File: config.mk
export PLATFORM = sky130hd
export DESIGN_NAME = inst_fetch_unit
export DESIGN_NICKNAME = d
export VERILOG_FILES = /design/src/rtl/inst_fetch_unit.sv
export SDC_FILE = /design/constraint.sdc
export NUM_CORES = 1
export LEC_CHECK = 0
export ABC_AREA = 1
export CAP_MARGIN = 25
export CORE_MARGIN = 2
export CORE_UTILIZATION = 45
export DETAILED_ROUTE_END_ITERATION = 16
export GPL_TIMING_DRIVEN = 0
export PLACE_DENSITY = 0.7
export RECOVER_POWER = 100
export SLEW_MARGIN = 20
export SYNTH_ARGS = -nofsm -noshare
export SYNTH_HDL_FRONTEND = slang
export SYNTH_SLANG_ARGS = --single-unit
File: constraint.sdc
create_clock -name clk -period 5.46 [get_ports clk]
set_input_delay 0.546 -clock clk [delete_from_list [all_inputs] [get_ports clk]]
set_output_delay 0.546 -clock clk [all_outputs]
set_load 0.02 [all_outputs]
File: src/rtl/inst_fetch_unit.sv
// inst_fetch_unit
//   Fetch stage in front of the dual-issue instruction FIFO. Owns the fetch PC,
//   keeps up to MAX_OUTSTANDING aligned 64-bit I-cache requests in flight,
//   buffers responses in a small queue and drains one pair (or one single
//   instruction) per cycle into the FIFO. A redirect restarts fetch at a new
//   PC and silently discards every response that was already in flight.
//   Optional performance counters are compiled in with `define FETCH_PERF_CNT_EN.
module inst_fetch_unit #(
    parameter int unsigned MAX_OUTSTANDING = 2,
    parameter logic [31:0] RESET_PC        = 32'hBFC0_0000
) (
    input  logic        clk,
    input  logic        rst,
    input  logic        redirect_valid,
    input  logic [31:0] redirect_pc,
    input  logic        fifo_full,
    output logic        icache_req,
    output logic [31:0] icache_addr,
    input  logic        icache_addr_ok,
    input  logic        icache_rvalid,
    input  logic [63:0] icache_rdata,
    input  logic        icache_rerr,
    output logic        write_en_1,
    output logic        write_en_2,
    output logic [31:0] write_inst1,
    output logic [31:0] write_inst2,
    output logic [31:0] write_pc1,
    output logic [31:0] write_pc2,
    output logic [13:0] write_inst_exp1
`ifdef FETCH_PERF_CNT_EN
    ,
    output logic [31:0] perf_inst_cnt,
    output logic [31:0] perf_stall_cnt
`endif
);

    // Counter width holds 0..MAX_OUTSTANDING, pointer width indexes the slots
    localparam int unsigned CW = $clog2(MAX_OUTSTANDING + 1);
    localparam int unsigned AW = (MAX_OUTSTANDING > 1) ? $clog2(MAX_OUTSTANDING) : 1;

    typedef enum logic [0:0] {
        ST_RUN  = 1'b0,
        ST_HALT = 1'b1
    } state_t;

    state_t        r_state;
    logic [31:0]   r_pc;
    logic [CW-1:0] r_outstanding;
    logic [CW-1:0] r_drop_cnt;

    // Per-request record (fetch PC and pair/single kind), in issue order
    logic [31:0]   r_rk_pc   [MAX_OUTSTANDING];
    logic          r_rk_pair [MAX_OUTSTANDING];
    logic [AW-1:0] r_rk_wr;
    logic [AW-1:0] r_rk_rd;

    // Response queue: instructions already selected from the 64-bit beat
    logic [31:0]   r_q_pc    [MAX_OUTSTANDING];
    logic [31:0]   r_q_inst1 [MAX_OUTSTANDING];
    logic [31:0]   r_q_inst2 [MAX_OUTSTANDING];
    logic          r_q_err   [MAX_OUTSTANDING];
    logic          r_q_pair  [MAX_OUTSTANDING];
    logic [AW-1:0] r_q_wr;
    logic [AW-1:0] r_q_rd;
    logic [CW-1:0] r_q_cnt;

    logic [CW:0]   w_in_flight;
    logic          w_req;
    logic          w_accept;
    logic          w_rsp_keep;
    logic          w_rsp_drop;
    logic          w_push;
    logic          w_q_empty;
    logic          w_drain;
    logic          w_mis_write;
    logic [CW-1:0] w_out_next;

    function automatic logic [AW-1:0] f_next(input logic [AW-1:0] p);
        return (p == AW'(MAX_OUTSTANDING - 1)) ? '0 : p + AW'(1);
    endfunction

    // Requests plus buffered responses never exceed the queue depth, so a
    // response can always be accepted even while the FIFO is full.
    assign w_in_flight = {1'b0, r_outstanding} + {1'b0, r_q_cnt};
    assign w_req       = !rst && (r_state == ST_RUN) && (r_pc[1:0] == 2'b00) &&
                         !redirect_valid && (r_drop_cnt == '0) &&
                         (w_in_flight < (CW + 1)'(MAX_OUTSTANDING));
    assign w_accept    = w_req && icache_addr_ok;
    assign w_rsp_keep  = icache_rvalid && (r_drop_cnt == '0);
    assign w_rsp_drop  = icache_rvalid && (r_drop_cnt != '0);
    assign w_push      = w_rsp_keep && !redirect_valid;
    assign w_q_empty   = (r_q_cnt == '0);
    assign w_drain     = !w_q_empty && !fifo_full && !redirect_valid;
    assign w_out_next  = r_outstanding + CW'(w_accept) - CW'(icache_rvalid);

    // The misaligned-PC pseudo instruction goes out only once the pipe is empty
    assign w_mis_write = (r_state == ST_RUN) && (r_pc[1:0] != 2'b00) &&
                         (r_outstanding == '0) && w_q_empty &&
                         !fifo_full && !redirect_valid;

    assign icache_req  = w_req;
    assign icache_addr = {r_pc[31:3], 3'b000};

    // Fetch PC, run/halt state, in-flight and stale-response accounting
    always_ff @(posedge clk or posedge rst) begin
        if (rst) begin
            r_state       <= ST_RUN;
            r_pc          <= RESET_PC;
            r_outstanding <= '0;
            r_drop_cnt    <= '0;
        end else begin
            r_outstanding <= w_out_next;
            if (redirect_valid) begin
                r_pc       <= redirect_pc;
                r_state    <= ST_RUN;
                // Everything still in flight after this cycle is stale; a
                // response on the bus this cycle is gone either way.
                r_drop_cnt <= w_out_next;
            end else begin
                if (w_rsp_drop) begin
                    r_drop_cnt <= r_drop_cnt - CW'(1);
                end
                if (w_accept) begin
                    r_pc <= r_pc + (r_pc[2] ? 32'd4 : 32'd8);
                end
                if (w_mis_write) begin
                    r_state <= ST_HALT;
                end
            end
        end
    end

    // Request-kind FIFO pointers; entries retire with every response, stale or not
    always_ff @(posedge clk or posedge rst) begin
        if (rst) begin
            r_rk_wr <= '0;
            r_rk_rd <= '0;
        end else begin
            if (w_accept) begin
                r_rk_wr <= f_next(r_rk_wr);
            end
            if (icache_rvalid) begin
                r_rk_rd <= f_next(r_rk_rd);
            end
        end
    end

    // Response queue pointers and occupancy; a redirect empties the queue
    always_ff @(posedge clk or posedge rst) begin
        if (rst) begin
            r_q_wr  <= '0;
            r_q_rd  <= '0;
            r_q_cnt <= '0;
        end else if (redirect_valid) begin
            r_q_wr  <= '0;
            r_q_rd  <= '0;
            r_q_cnt <= '0;
        end else begin
            if (w_push) begin
                r_q_wr <= f_next(r_q_wr);
            end
            if (w_drain) begin
                r_q_rd <= f_next(r_q_rd);
            end
            r_q_cnt <= r_q_cnt + CW'(w_push) - CW'(w_drain);
        end
    end

    // Slot storage; only pointers need reset, data is qualified by them
    always_ff @(posedge clk) begin
        if (w_accept) begin
            r_rk_pc[r_rk_wr]   <= r_pc;
            r_rk_pair[r_rk_wr] <= ~r_pc[2];
        end
        if (w_push) begin
            r_q_pc[r_q_wr]    <= r_rk_pc[r_rk_rd];
            r_q_inst1[r_q_wr] <= r_rk_pair[r_rk_rd] ? icache_rdata[31:0] : icache_rdata[63:32];
            r_q_inst2[r_q_wr] <= icache_rdata[63:32];
            r_q_err[r_q_wr]   <= icache_rerr;
            r_q_pair[r_q_wr]  <= r_rk_pair[r_rk_rd];
        end
    end

    // FIFO write port driven straight from the queue head (or the misaligned marker)
    always_comb begin
        write_en_1      = 1'b0;
        write_en_2      = 1'b0;
        write_inst1     = '0;
        write_inst2     = '0;
        write_pc1       = '0;
        write_pc2       = '0;
        write_inst_exp1 = '0;
        if (w_drain) begin
            write_en_1         = 1'b1;
            write_inst1        = r_q_inst1[r_q_rd];
            write_pc1          = r_q_pc[r_q_rd];
            write_inst_exp1[1] = r_q_err[r_q_rd];
            if (r_q_pair[r_q_rd]) begin
                write_en_2  = 1'b1;
                write_inst2 = r_q_inst2[r_q_rd];
                write_pc2   = r_q_pc[r_q_rd] + 32'd4;
            end
        end else if (w_mis_write) begin
            write_en_1         = 1'b1;
            write_pc1          = r_pc;
            write_inst_exp1[0] = 1'b1;
        end
    end

`ifdef FETCH_PERF_CNT_EN
    // Instructions delivered and cycles lost to back-pressure; both wrap
    always_ff @(posedge clk or posedge rst) begin
        if (rst) begin
            perf_inst_cnt  <= '0;
            perf_stall_cnt <= '0;
        end else begin
            if (write_en_1) begin
                perf_inst_cnt <= perf_inst_cnt + (write_en_2 ? 32'd2 : 32'd1);
            end
            if (!w_q_empty && fifo_full) begin
                perf_stall_cnt <= perf_stall_cnt + 32'd1;
            end
        end
    end
`endif

endmodule

======== Word-level counts from Yosys, hierarchy flattened ========
Memories as Yosys holds them, arrays and structs flattened.
Index checks and enable logic that the tools add are counted.
storage, ports and cells
  register bits ........................... 43
  RAM bits ................................ 262
  input port bits ......................... 103
  output and inout port bits .............. 177
  logic and storage cells ................. 96
  memories kept ........................... 7
memory list
  name             depth  bits a word  read ports  clocked after memory_dff  write ports  RTL line  text
  r_q_inst1        2      32           1           0                         1            59        logic [31:0] r_q_inst1 [MAX_OUTSTANDING];
  r_q_inst2        2      32           1           0                         1            60        logic [31:0] r_q_inst2 [MAX_OUTSTANDING];
  r_q_pc           2      32           1           0                         1            58        logic [31:0] r_q_pc [MAX_OUTSTANDING];
  r_rk_pc          2      32           1           0                         1            52        logic [31:0] r_rk_pc [MAX_OUTSTANDING];
  r_q_err          2      1            1           0                         1            61        logic r_q_err [MAX_OUTSTANDING];
  r_q_pair         2      1            1           0                         1            62        logic r_q_pair [MAX_OUTSTANDING];
  1 more memories  n/a    n/a          n/a         n/a                       n/a          n/a
cells by class
  add/sub/neg operators ................... 12
  $lt $le $gt $ge ......................... 1
  multiplexer cells ....................... 34
  bitwise operators ....................... 2
  reductions and logical operators ........ 31
operators by type and width
  cell                     count
  $mux W32                 10
  $add A32 B3 Y32 const B  1
  $add A32 B4 Y32          1
  $mux W1                  20
  $logic_and A1 B1 Y1      16
  $reduce_bool A2 Y1       7
  $logic_not A2 Y1         4
  $mux W2                  3
  $add A1 B1 Y1 const B    4
  $add A2 B1 Y2            2
  $logic_not A1 Y1         4
  $mux W4                  1
  $sub A2 B1 Y2            2
  $add A2 B2 Y3            1
  $lt A3 B2 Y1 const B     1
  $not A1 Y1               2
  $sub A2 B1 Y2 const B    1

======== Logic depth before layout (Yosys ltp) ========
Gate-level depths: netlist (run 1).
  depth after elaboration ................. 10
  depth in mapped cells ................... 16
  depth with buffers taken out ............ 16

======== Worst setup path before layout (run 1) ========
No wires, ideal clock.
  path kind ............................... input port to flip-flop
  start point ............................. in redirect_valid
  end point ............................... mem r_q_err[0] (enable)
  arrival ................................. 4960 ps
  required time ........................... 4905 ps
  slack ................................... -55 ps
  stages .................................. 4
  cell sequence ........................... buf_2 inv_2 nand2_1 nor2_1
on the way
  word-level cells in the longest chain between the ends .. 4
RTL lines
  what                           RTL line  text
  start: declaration             14        input logic redirect_valid,
  $logic_not A1 Y1               91        assign w_push = w_rsp_keep && !redirect_valid;
  $logic_and A1 B1 Y1            91
  $mux W1                        175       if (w_push) begin
  $mux W1 (implied by the code)  179       r_q_err[r_q_wr] <= icache_rerr;
  end: declaration               61
Every way passes these cells.

======== Final worst setup path (run 1) ========
  start point ............................. in fifo_full
  end point ............................... out write_pc2[15]
on the way
  word-level cells in the longest chain between the ends .. 4
RTL lines
  what                               RTL line  text
  start: declaration                 16        input logic fifo_full,
  $logic_not A1 Y1                   93        assign w_drain = !w_q_empty && !fifo_full && !redirect_valid;
  $logic_and A1 B1 Y1 (2 in series)  93
  $mux W32                           193       if (w_drain) begin
  end: declaration                   28        output logic [31:0] write_pc2,
Every way passes these cells.

==> results of run 1 <==
## final timing paths
kind                                    start               end  slack (ps)  cells past startpoint
worst min-delay path                   r_q_wr            r_q_wr         500                      1
worst min register to register         r_q_wr            r_q_wr         500                      1
max in group asynchronous                 rst          r_pc[25]        4230                      3
worst max register to register  r_drop_cnt[0]  r_q_inst2[0][13]        1030                      8
worst max-delay path                fifo_full     write_pc2[15]         830                     10
min in group asynchronous                 rst          r_pc[12]         550                      2
## power by group through the flow
stage	clock [W]	sequential, W	combinational [W]
2_1_floorplan	0	0.00291	0.00103
3_3_place_gp	0	0.00295	0.00160
3_5_place_dp	0	0.00294	0.00167
4_1_cts	0.00228	0.00289	0.00168
5_1_grt	0.00237	0.00291	0.00171
6_report	0.00225	0.00289	0.00157
## routing by layer
layer,wire (um),GRT usage,vias up
met1,18130,0.3312,5510
li1,-,-,5456
met3,2920,0.03774,73
met2,20590,0.4144,481
met4,1241,0.08160,0
met5,0,0,-
## cells by family after synthesis
group / Yosys count
simple gates: 643
flops: 305
buf+inv: 218
compound gates: 174
mux: 66
xor+xnor: 22
fa+ha+maj: 9
other cells: 1
## state kept, by name, summed over array words and instances, names as in the netlist, 32 cells and up
signal     cells
r_q_pc        64
r_q_inst1     64
r_pc          32
r_rk_pc       64
r_q_inst2     64
## stage by stage
stage | hold WS [ps] | area [um2] | cells
global placement | 492.4 | 17910 | 2157
floorplan | 464.4 | 14730 | 1452
detailed placement | 512.8 | 18190 | 2168
finish | 498.1 | 19030 | 2225
CTS | 320.1 | 19280 | 2224
global route | 519.7 | 19030 | 2224
## worst max-delay path: stages
cell,delay [ps]
sky130_fd_sc_hd__dlygate4sd3_1,600
sky130_fd_sc_hd__inv_1,70
sky130_fd_sc_hd__nand2_1,80
sky130_fd_sc_hd__nor2_1,490
sky130_fd_sc_hd__nand2_1,480
sky130_fd_sc_hd__inv_1,210
sky130_fd_sc_hd__clkbuf_1,450
sky130_fd_sc_hd__o21ai_0,180
sky130_fd_sc_hd__a21oi_1,250
sky130_fd_sc_hd__dlygate4sd3_1,720
## area by class of cell
class | count | area (um2)
Antenna cell | 1 | 2.502
Buffer | 99 | 581.8
Clock buffer | 44 | 939.7
Clock inverter | 12 | 146.4
Fill cell | 2724 | 13260
Inverter | 119 | 446.7
Multi-Input combinational cell | 929 | 4718
Sequential cell | 305 | 8955
Tap cell | 442 | 553.0
Timing Repair Buffer | 274 | 2690
## synthesized netlist by cell type, drive strengths merged, types with 8 or more instances
library cell	n	area share
o22ai	22	0.0094
clkbuf	22	0.0056
o211ai	12	0.0061
dfstp	9	0.016
xor2	19	0.011
nor2	119	0.034
dfrtp	34	0.058
edfxtp	262	0.54
inv	118	0.030
nand2	438	0.11
nand3	45	0.016
ha	8	0.0068
mux2	65	0.050
nor3	18	0.0061
nand4	13	0.0055
buf	77	0.035
o21ai	50	0.018
a21oi	84	0.029
## placed cells by master, fill, tap and decap left out, drive strengths merged, types with 8 or more instances in the layout
cell type,netlist,layout
dfrtp,34,34
conb,1,15
clkbuf,22,94
buf,77,60
dfstp,9,9
dlygate4sd3,0,192
clkinv,1,8
nand4,13,13
a21oi,84,84
xor2,19,19
edfxtp,262,262
nand2,438,438
o21ai,50,50
mux2,65,65
o22ai,22,22
clkdlybuf4s50,0,71
ha,8,8
nand3,45,45
nor3,18,18
nor2,119,119
inv,118,120
o211ai,12,12
==> impl_summary.txt, run 1 <==
----------------------------------------------------
[Timing]
  Max-slew headroom at the worst pin ... -0.005470
  Final Max Tran Viols ... 19
  Fin. Hold Viols ... 0
  Worst Max-Slew Pin Slew ... 1503 ps
  Worst-case clock skew ... 15.48 ps
  Peak clock frequency supported by timing ... 0.2160 GHz
  Portion of the clock cycle consumed by the worst path in the final layout ... 0.8480
  Minimum clock period ... 4630 ps
  Slack of the critical path ... 829.8 ps
  Final setup violating endpoints ... 0
  Setup repair after global routing missed its margin ... false
  Total Negative Setup Slacks ... 0 ps

[Synthesis]
  Post-synthesis area per instance ... 10.20 um2
  Arithmetic-cell share of the synthesized area counting full adders, half adders and majority gates ... 0.008189
  Instance count of the mapped netlist ... 1438
  Sequential cell area fraction in the yosys report ... 0.6105
  Simple-Gate Fraction of Synth Area ... 0.1801
  Synth Warn # ... 0
  Share of the synthesized area in compound gates (AO/OA/AOI/OAI) ... 0.06585
  Multiplexer fraction of the synthesized cell area ... 0.05058
  Post-synth cell types ... 42
  Most used flip-flop cell after synthesis ... sky130_fd_sc_hd__edfxtp_1
  Number of enable-type register cells in the synthesized netlist ... 262
  Netlist Area Pre-Place ... ~15000 um2
  Area share of xor/xnor cells in the synthesized design ... 0.01314
  Largest family of logic cells by synthesized area ... simple AND/OR/NAND/NOR gates
  Count of state elements after synthesis ... around 310
  Share of flip-flops with an asynchronous set or reset after synthesis ... 0.1410

[Clocking]
  TritonCTS sink count ... 305
  Number of buffers created by CTS ... 34
  Post-CTS Setup Inserts ... 0
  Cts repair resizes ... 0
  H-tree levels ... 2
  Clock-pin slew reported for the worst setup and hold paths after clock tree synthesis ... 50 ps
  Clock Tree Buf Depth ... 3
  Clock latency of the later-clocked register in the worst-skew pair ... 520 ps
  Root buf cell ... sky130_fd_sc_hd__clkbuf_16
  CTS Hold Buffers Added ... 0
  CTS tree ... yes

[Global route]
  Largest net degree at the start of global routing ... 33
  Overflow after GRT ... 0
  Global Route Usage Sum ... 0.2477
  Vias in the first global route ... 10850
  Antenna violations before repair ... 1
  Global-route wire length before repair ... 63180 um

[Drt]
  Final ANT Viol Nets ... 0
  Post-route DRC ... 0
  Routed via count divided by cell count ... 5.178
  Vias after detailed routing ... 11520
  First drt pass iteration count ... 5
  DRC marker count from the first detailed-route iteration ... 903
  Total length of routed wires ... 42880 um
  Post-DR wirelength/cell ... 19.27 um

[Worst setup path]
  Endpoint kind of the worst setup timing path ... primary output
  Top fanout value on the critical path ... 10
  Required arrival time at the worst endpoint ... 4910 ps
  Kind of start point of the critical path ... input pin
  Crit path DAT ... approximately 4000 ps
  Type of the setup path with the least slack ... in2out

[Power]
  Total power after layout ... 0.006720 W
  Switching share of total power ... 0.3016
  Internal Power ... 0.004693 W
  Largest voltage drop on the vdd net ... 0.1984 mV
  Power Dens Cells ... around 350 nW/um2
  Leakage power ... just under 8 nW
  P_sw ... 0.002027 W
  Sequential Power Share ... 0.431
  Clock network power share ... 0.335
  Part of the total power dissipated in combinational logic ... 0.234

[Worst hold path]
  Min-Delay Path Class ... reg2reg

[Floorplanning]
  Initial Util ... 0.4543
  Top-Level Pins ... 280
  Vert. Die Dim ... ~180 um
  Die area ... between 30000 and 40000 um2
  Die W ... 184.5 um
  Core Footprint ... 32290 um2
  Number of core rows ... 66

[Job]
  Maxcap violations ... 1

[Place]
  HPWL after detailed placement ... 32190 um
  Port-buffer cells ... 263
  Weighted congestion reported at the end of routability-driven placement ... 0.9164
  Placement-stage worst setup slack ... 1243 ps

[Status]
  Failing checks ... capacitance limit, slew limit
  Run status ... finished, violations left

[Finish]
  Final Net Count ... 1874
  Fin util ... 0.5895
  Proportion of layout cells with a drive suffix above 1 ... 0.08698
  Layout Area Growth over Synthesis ... 29.76%

----------------------------------------------------
Power figures use the tool's default switching activity.
==> run 2, diff against run 1 <==
==> constraint.sdc (replaced) <==
create_clock -name clk -period 3.7 [get_ports clk]
set_input_delay 0.37 -clock clk [delete_from_list [all_inputs] [get_ports clk]]
set_output_delay 0.37 -clock clk [all_outputs]
set_load 0.02 [all_outputs]
==> impl_summary.txt, run 2 (synthesis results as in run 1) <==
----------------------------------------------------
[Finish]
  Layout Area Growth over Synthesis ... 30.44%
  Commonest non-fill, non-tap cells in the layout ... 426 x sky130_fd_sc_hd__nand2_1, 262 x sky130_fd_sc_hd__edfxtp_1, 142 x sky130_fd_sc_hd__dlygate4sd3_1
  Proportion of layout cells with a drive suffix above 1 ... 0.09218
  Area of all placed cells without fillers ... 19130 um2
  Final Net Count ... 1875
  Most common cell after layout, fill and taps aside ... sky130_fd_sc_hd__nand2_1

[Floorplanning]
  Initial Util ... 0.4543
  Number of core rows ... 66
  Core Footprint ... 32290 um2
  Vert. Die Dim ... 184.5 um
  Die area ... 34060 um2
  Top-Level Pins ... 280
  Die W ... 184.5 um

[Clocking]
  Clock latency of the later-clocked register in the worst-skew pair ... ~520 ps
  Clock Tree Buf Depth ... 3
  TritonCTS sink count ... 305
  H-tree levels ... 2
  CTS tree ... yes
  Root buf cell ... sky130_fd_sc_hd__clkbuf_16
  Clock-pin slew reported for the worst setup and hold paths after clock tree synthesis ... 60 ps
  Number of buffers created by CTS ... 35
  Post-CTS Setup Inserts ... 0

[Global route]
  Largest net degree at the start of global routing ... 33
  Global Route Usage Sum ... 0.2473
  Global-route wire length before repair ... 63870 um
  Overflow after GRT ... 0
  Vias in the first global route ... 11140
  Antenna violations before repair ... 3

[Timing]
  Worst-case clock skew ... between 10 and 15 ps
  Worst slack on hold paths ... 385.5 ps
  Fin. Hold Viols ... 0
  Setup repair after global routing missed its margin ... false
  Total Negative Setup Slacks ... 0 ps
  Minimum clock period ... 3621 ps
  Max-slew headroom at the worst pin ... -0.01574
  Portion of the clock cycle consumed by the worst path in the final layout ... 0.9786
  Worst Max-Slew Pin Slew ... approximately 1500 ps
  Peak clock frequency supported by timing ... 0.2762 GHz
  Final Max Tran Viols ... 52
  Final setup violating endpoints ... 0

[Drt]
  First drt pass iteration count ... 5
  Post-DR wirelength/cell ... 19.15 um
  Post-route DRC ... 0
  Vias after detailed routing ... 11520
  Total length of routed wires ... 42810 um
  Routed via count divided by cell count ... 5.156
  DRC marker count from the first detailed-route iteration ... ~1000
  Final ANT Viol Nets ... 0

[Place]
  Port-buffer cells ... 263
  Weighted congestion reported at the end of routability-driven placement ... 0.9172
  HPWL after detailed placement ... 32360 um
  Cell area after placement ... around 18000 um2

[Worst setup path]
  Type of the setup path with the least slack ... reg2out
  Crit path DAT ... roughly 3300 ps
  First element of the critical path ... r_q_cnt[1]
  Kind of start point of the critical path ... register
  Reg-to-reg critical path endpoint ... r_q_inst2[0][7]
  Endpoint kind of the worst setup timing path ... primary output
  RR Startpoint ... r_drop_cnt[0]
  Top fanout value on the critical path ... 10
  Worst setup endpoint ... write_pc2[6]
  Minimum setup slack among reg-to-reg paths ... roughly 300 ps
  Cells on worst reg2reg path ... 8
  Required arrival time at the worst endpoint ... 3330 ps

[Power]
  Leakage power ... 7.663 nW
  Clock network power share ... 0.340
  Largest voltage drop on the vdd net ... 0.3028 mV
  P_sw ... 0.003047 W
  Power Dens Cells ... 522.7 nW/um2
  Part of the total power dissipated in combinational logic ... 0.233
  Switching share of total power ... 0.3047
  Internal Power ... 0.006953 W
  Sequential Power Share ... 0.427

[Status]
  Failing checks ... capacitance limit, slew limit
  Run status ... finished, violations left

[Job]
  Maxcap violations ... 2

[Worst hold path]
  Min-Delay Path Class ... in2async

----------------------------------------------------
run 2: critical path: stages, from the launching register on:
cell,delay (ps)
sky130_fd_sc_hd__dfrtp_1,400
sky130_fd_sc_hd__or2_2,150
sky130_fd_sc_hd__nand2_1,110
sky130_fd_sc_hd__nor2_2,360
sky130_fd_sc_hd__nand2_2,280
sky130_fd_sc_hd__inv_1,150
sky130_fd_sc_hd__clkbuf_2,260
sky130_fd_sc_hd__o21ai_0,150
sky130_fd_sc_hd__a21oi_1,170
sky130_fd_sc_hd__dlygate4sd3_1,710
run 2: metrics by stage:
stage	setup WS (ps)	std cells	total power (W)	util
finish	79.34	2235	0.01000	0.5926
detailed placement	-234.7	2168	0.006793	0.5632
floorplan	-37.13	1452	0.005811	-
global placement	-1943	2157	0.006697	0.5549
CTS	9.484	2232	0.01018	0.5985
global route	7.751	2233	0.01042	0.5924
run 2: worst min-delay path by stage:
stage / start / end / slack (ps) / depth (start not counted)
6_report: rst / r_pc[12] / 390 / 2
5_1_grt: rst / r_pc[10] / 400 / 2
4_1_cts: rst / r_pc[10] / 140 / 2
3_5_place_dp: r_pc[0] / r_rk_pc[1][0] / 500 / 0
3_3_place_gp: r_pc[0] / r_rk_pc[0][0] / 480 / 0
2_1_floorplan: icache_rvalid / r_rk_rd / 460 / 1
run 2: per-layer routing:
metal	track usage	vias up	share of wire
li1	-	5459	-
met1	0.3235	5536	0.41
met2	0.4194	462	0.49
met3	0.04367	64	0.075
met4	0.07744	2	0.028
met5	0	-	0.00030
run 2: power by group through the flow:
stage	combinational, W	sequential [W]	clock (W)
2_1_floorplan	0.00152	0.00429	0
3_3_place_gp	0.00236	0.00434	0
3_5_place_dp	0.00245	0.00434	0
4_1_cts	0.00247	0.00427	0.00343
5_1_grt	0.00254	0.00430	0.00358
6_report	0.00233	0.00427	0.00340
run 2: what timing repair did:
item                                    4_1_cts  5_1_grt
resized for setup                            10        5
hold buffers                                  0        0
endpoints found under the setup margin       62        6
run 2: area by class of cell:
class	count	area (um2)
inverters	119	446.7
repair buffers	274	2719
plain buffers	99	590.6
flip-flops and latches	305	8955
diodes	3	7.507
clock inverters	24	211.5
multi-input cells	929	4725
clock buffers	40	925.9
well taps	442	553.0
fillers	2734	13160
==> run 3, diff against run 2 <==
--- a/config.mk
+++ b/config.mk
@@ -7,7 +7,6 @@
 export LEC_CHECK = 0
 export ABC_AREA = 1
 export CAP_MARGIN = 25
-export CORE_MARGIN = 2
 export CORE_UTILIZATION = 45
 export DETAILED_ROUTE_END_ITERATION = 16
 export GPL_TIMING_DRIVEN = 0
==> constraint.sdc (replaced) <==
create_clock -name clk -period 3.7 [get_ports clk]
set_input_delay 0.37 -clock clk [delete_from_list [all_inputs] [get_ports clk]]
set_output_delay 0.37 -clock clk [all_outputs]
set_load 0.005 [all_outputs]
==> impl_summary.txt, run 3 (synthesis results as in run 1) <==
----------------------------------------------------
[Timing]
  Worst-case clock skew ... 17.59 ps
  Minimum clock period ... 3570 ps
  Peak clock frequency supported by timing ... 0.2801 GHz
  Final Max Tran Viols ... 27
  Fin. Hold Viols ... 0
  Portion of the clock cycle consumed by the worst path in the final layout ... 0.9649
  Worst Max-Slew Pin Slew ... 1523 ps
  Final setup violating endpoints ... 0
  Max-slew headroom at the worst pin ... -0.01541

[Power]
  P_sw ... 0.002854 W
  Leakage power ... between 7 and 8 nW
  Internal Power ... 0.006738 W
  Largest voltage drop on the vdd net ... between 0.2 and 0.3 mV
  Sequential Power Share ... 0.445
  Switching share of total power ... 0.2975
  Power Dens Cells ... 503.8 nW/um2
  Part of the total power dissipated in combinational logic ... 0.230
  Clock network power share ... 0.325

[Global route]
  Antenna violations before repair ... 2
  Global-route wire length before repair ... 63780 um
  Largest net degree at the start of global routing ... 34
  Overflow after GRT ... 0
  Vias in the first global route ... around 11000
  Global Route Usage Sum ... 0.2536

[Worst setup path]
  Crit path DAT ... 3200 ps
  Minimum setup slack among reg-to-reg paths ... 240 ps
  Kind of start point of the critical path ... register
  Type of the setup path with the least slack ... reg2out
  Required arrival time at the worst endpoint ... 3330 ps
  Slowest stage cell, crit path ... sky130_fd_sc_hd__clkdlybuf4s50_1
  Crit path cell chain ... buf_4, buf_2, clkbuf_1, buf_2, nand2_1, a21oi_1, clkdlybuf4s50_1
  Delay of the slowest cell on the worst path ... 540 ps
  Top fanout value on the critical path ... 10
  Most repeated library cell on the critical path ... sky130_fd_sc_hd__buf_2
  Endpoint kind of the worst setup timing path ... primary output

[Clocking]
  Number of buffers created by CTS ... 34
  H-tree levels ... 2
  Root buf cell ... sky130_fd_sc_hd__clkbuf_16
  CTS tree ... yes
  TritonCTS sink count ... 305
  Clock latency of the later-clocked register in the worst-skew pair ... 510 ps
  Clock Tree Buf Depth ... 3
  CTS Hold Buffers Added ... 0
  Clock-pin slew reported for the worst setup and hold paths after clock tree synthesis ... 60 ps
  Post-CTS Setup Inserts ... 0

[Status]
  Run status ... finished, violations left
  Failing checks ... capacitance limit, slew limit

[Drt]
  DRC marker count from the first detailed-route iteration ... about 860
  Post-DR wirelength/cell ... 19.29 um
  Post-route DRC ... 0
  Total length of routed wires ... about 43000 um
  Vias after detailed routing ... between 10000 and 15000
  Final ANT Viol Nets ... 0
  First drt pass iteration count ... 5
  Routed via count divided by cell count ... between 5 and 6

[Finish]
  Final Net Count ... 1874
  Commonest non-fill, non-tap cells in the layout ... 427 x sky130_fd_sc_hd__nand2_1, 262 x sky130_fd_sc_hd__edfxtp_1, 139 x sky130_fd_sc_hd__clkdlybuf4s50_1
  Post-layout instance count excluding filler cells ... 2219
  Area of all placed cells without fillers ... 19040 um2
  Proportion of layout cells with a drive suffix above 1 ... 0.09478
  Most common cell after layout, fill and taps aside ... sky130_fd_sc_hd__nand2_1
  Layout Area Growth over Synthesis ... 29.80%

[Worst hold path]
  Min-Delay Path Class ... in2async

[Floorplanning]
  Initial Util ... 0.4613
  Die area ... 33320 um2
  Top-Level Pins ... 280
  Core Footprint ... 31800 um2
  Vert. Die Dim ... 182.5 um
  Die W ... ~180 um
  Number of core rows ... 65

[Place]
  Placed cells ... 2161
  Weighted congestion reported at the end of routability-driven placement ... 0.9236
  HPWL after detailed placement ... 32240 um
  Cell area after placement ... 18180 um2
  Port-buffer cells ... between 200 and 300

[Job]
  Maxcap violations ... 1

----------------------------------------------------
[run 3: changes by cell type in the layout (fill, tap and decap cells not counted), moves of 6 or more]
| cell | before | now |
|---|---|---|
| sky130_fd_sc_hd__dlygate4sd2_1 | 6 | 0 |
| sky130_fd_sc_hd__clkbuf_4 | 1 | 28 |
| sky130_fd_sc_hd__clkdlybuf4s50_1 | 111 | 139 |
| sky130_fd_sc_hd__dlygate4sd3_1 | 142 | 123 |
| sky130_fd_sc_hd__clkbuf_1 | 47 | 40 |
| sky130_fd_sc_hd__buf_4 | 47 | 18 |
[run 3: repair_timing]
action / CTS / global route
pin swaps: 0 / 1
endpoints found under the setup margin: 32 / 13
gates resized for setup: 3 / 7
[run 3: through the flow]
| stage | TNS (ps) | worst slack [ps] | hold slack (ps) | utilization | power [W] |
|---|---|---|---|---|---|
| finish | 0 | 130.0 | 358.4 | 0.5987 | 0.009591 |
| CTS | 0 | 15.05 | 130.1 | 0.6039 | 0.009754 |
| floorplan | -2450 | -37.13 | 457.1 | - | 0.005660 |
| detailed placement | 0 | 3.408 | 504.6 | 0.5716 | 0.006646 |
| global route | -4.952 | -4.952 | 409.9 | 0.5987 | 0.009988 |
| global placement | -335150 | -1868 | 487.3 | 0.5631 | 0.006559 |
[run 3: critical path, delay by kind of cell, from the launching register on]
kind	cells	cell delay [ps]
buffers and inverters	5	1890
DFF	1	480
AOI/OAI and AO/OA	1	220
and+or+nand+nor	1	100
[run 3: path summary, 6_finish.rpt]
| path | cells past startpoint | startpoint | endpoint |
|---|---|---|---|
| max in group asynchronous | 3 | rst | r_pc[27] |
| min in group clk | 3 | redirect_pc[22] | r_pc[22] |
| worst max register to register | 7 | r_drop_cnt[0] | r_q_inst2[1][6] |
| worst max-delay path | 7 | r_q_rd | write_inst1[9] |
| worst min register to register | 1 | r_q_wr | r_q_wr |
| worst min-delay path | 2 | rst | r_pc[3] |
[run 3: final cells by class]
type | instances | area, um2
multi-input cells | 929 | 4722
fillers | 2580 | 12760
diodes | 1 | 2.502
repair buffers | 274 | 2763
inverters | 119 | 446.7
plain buffers | 99 | 584.3
clock buffers | 37 | 883.3
well taps | 435 | 544.3
flip-flops and latches | 305 | 8956
clock inverters | 20 | 137.6
[run 3: routing by layer]
metal | global-route usage | routed length (um) | part of all wire | vias to the layer above
met2 | 0.4270 | 21000 | 0.49 | 439
met5 | 0 | 0 | 0 | -
met4 | 0.07059 | 984 | 0.023 | 0
met3 | 0.03971 | 3010 | 0.070 | 60
li1 | - | - | - | 5447
met1 | 0.3398 | 17800 | 0.42 | 5438
[run 3: power by group through the flow]
stage               sequential, W  clock [W]  combinational (W)
global route              0.00429    0.00329            0.00240
floorplan                 0.00429          0            0.00137
detailed placement        0.00434          0            0.00231
global placement          0.00434          0            0.00222
CTS                       0.00427    0.00316            0.00233
finish                    0.00427    0.00312            0.00220
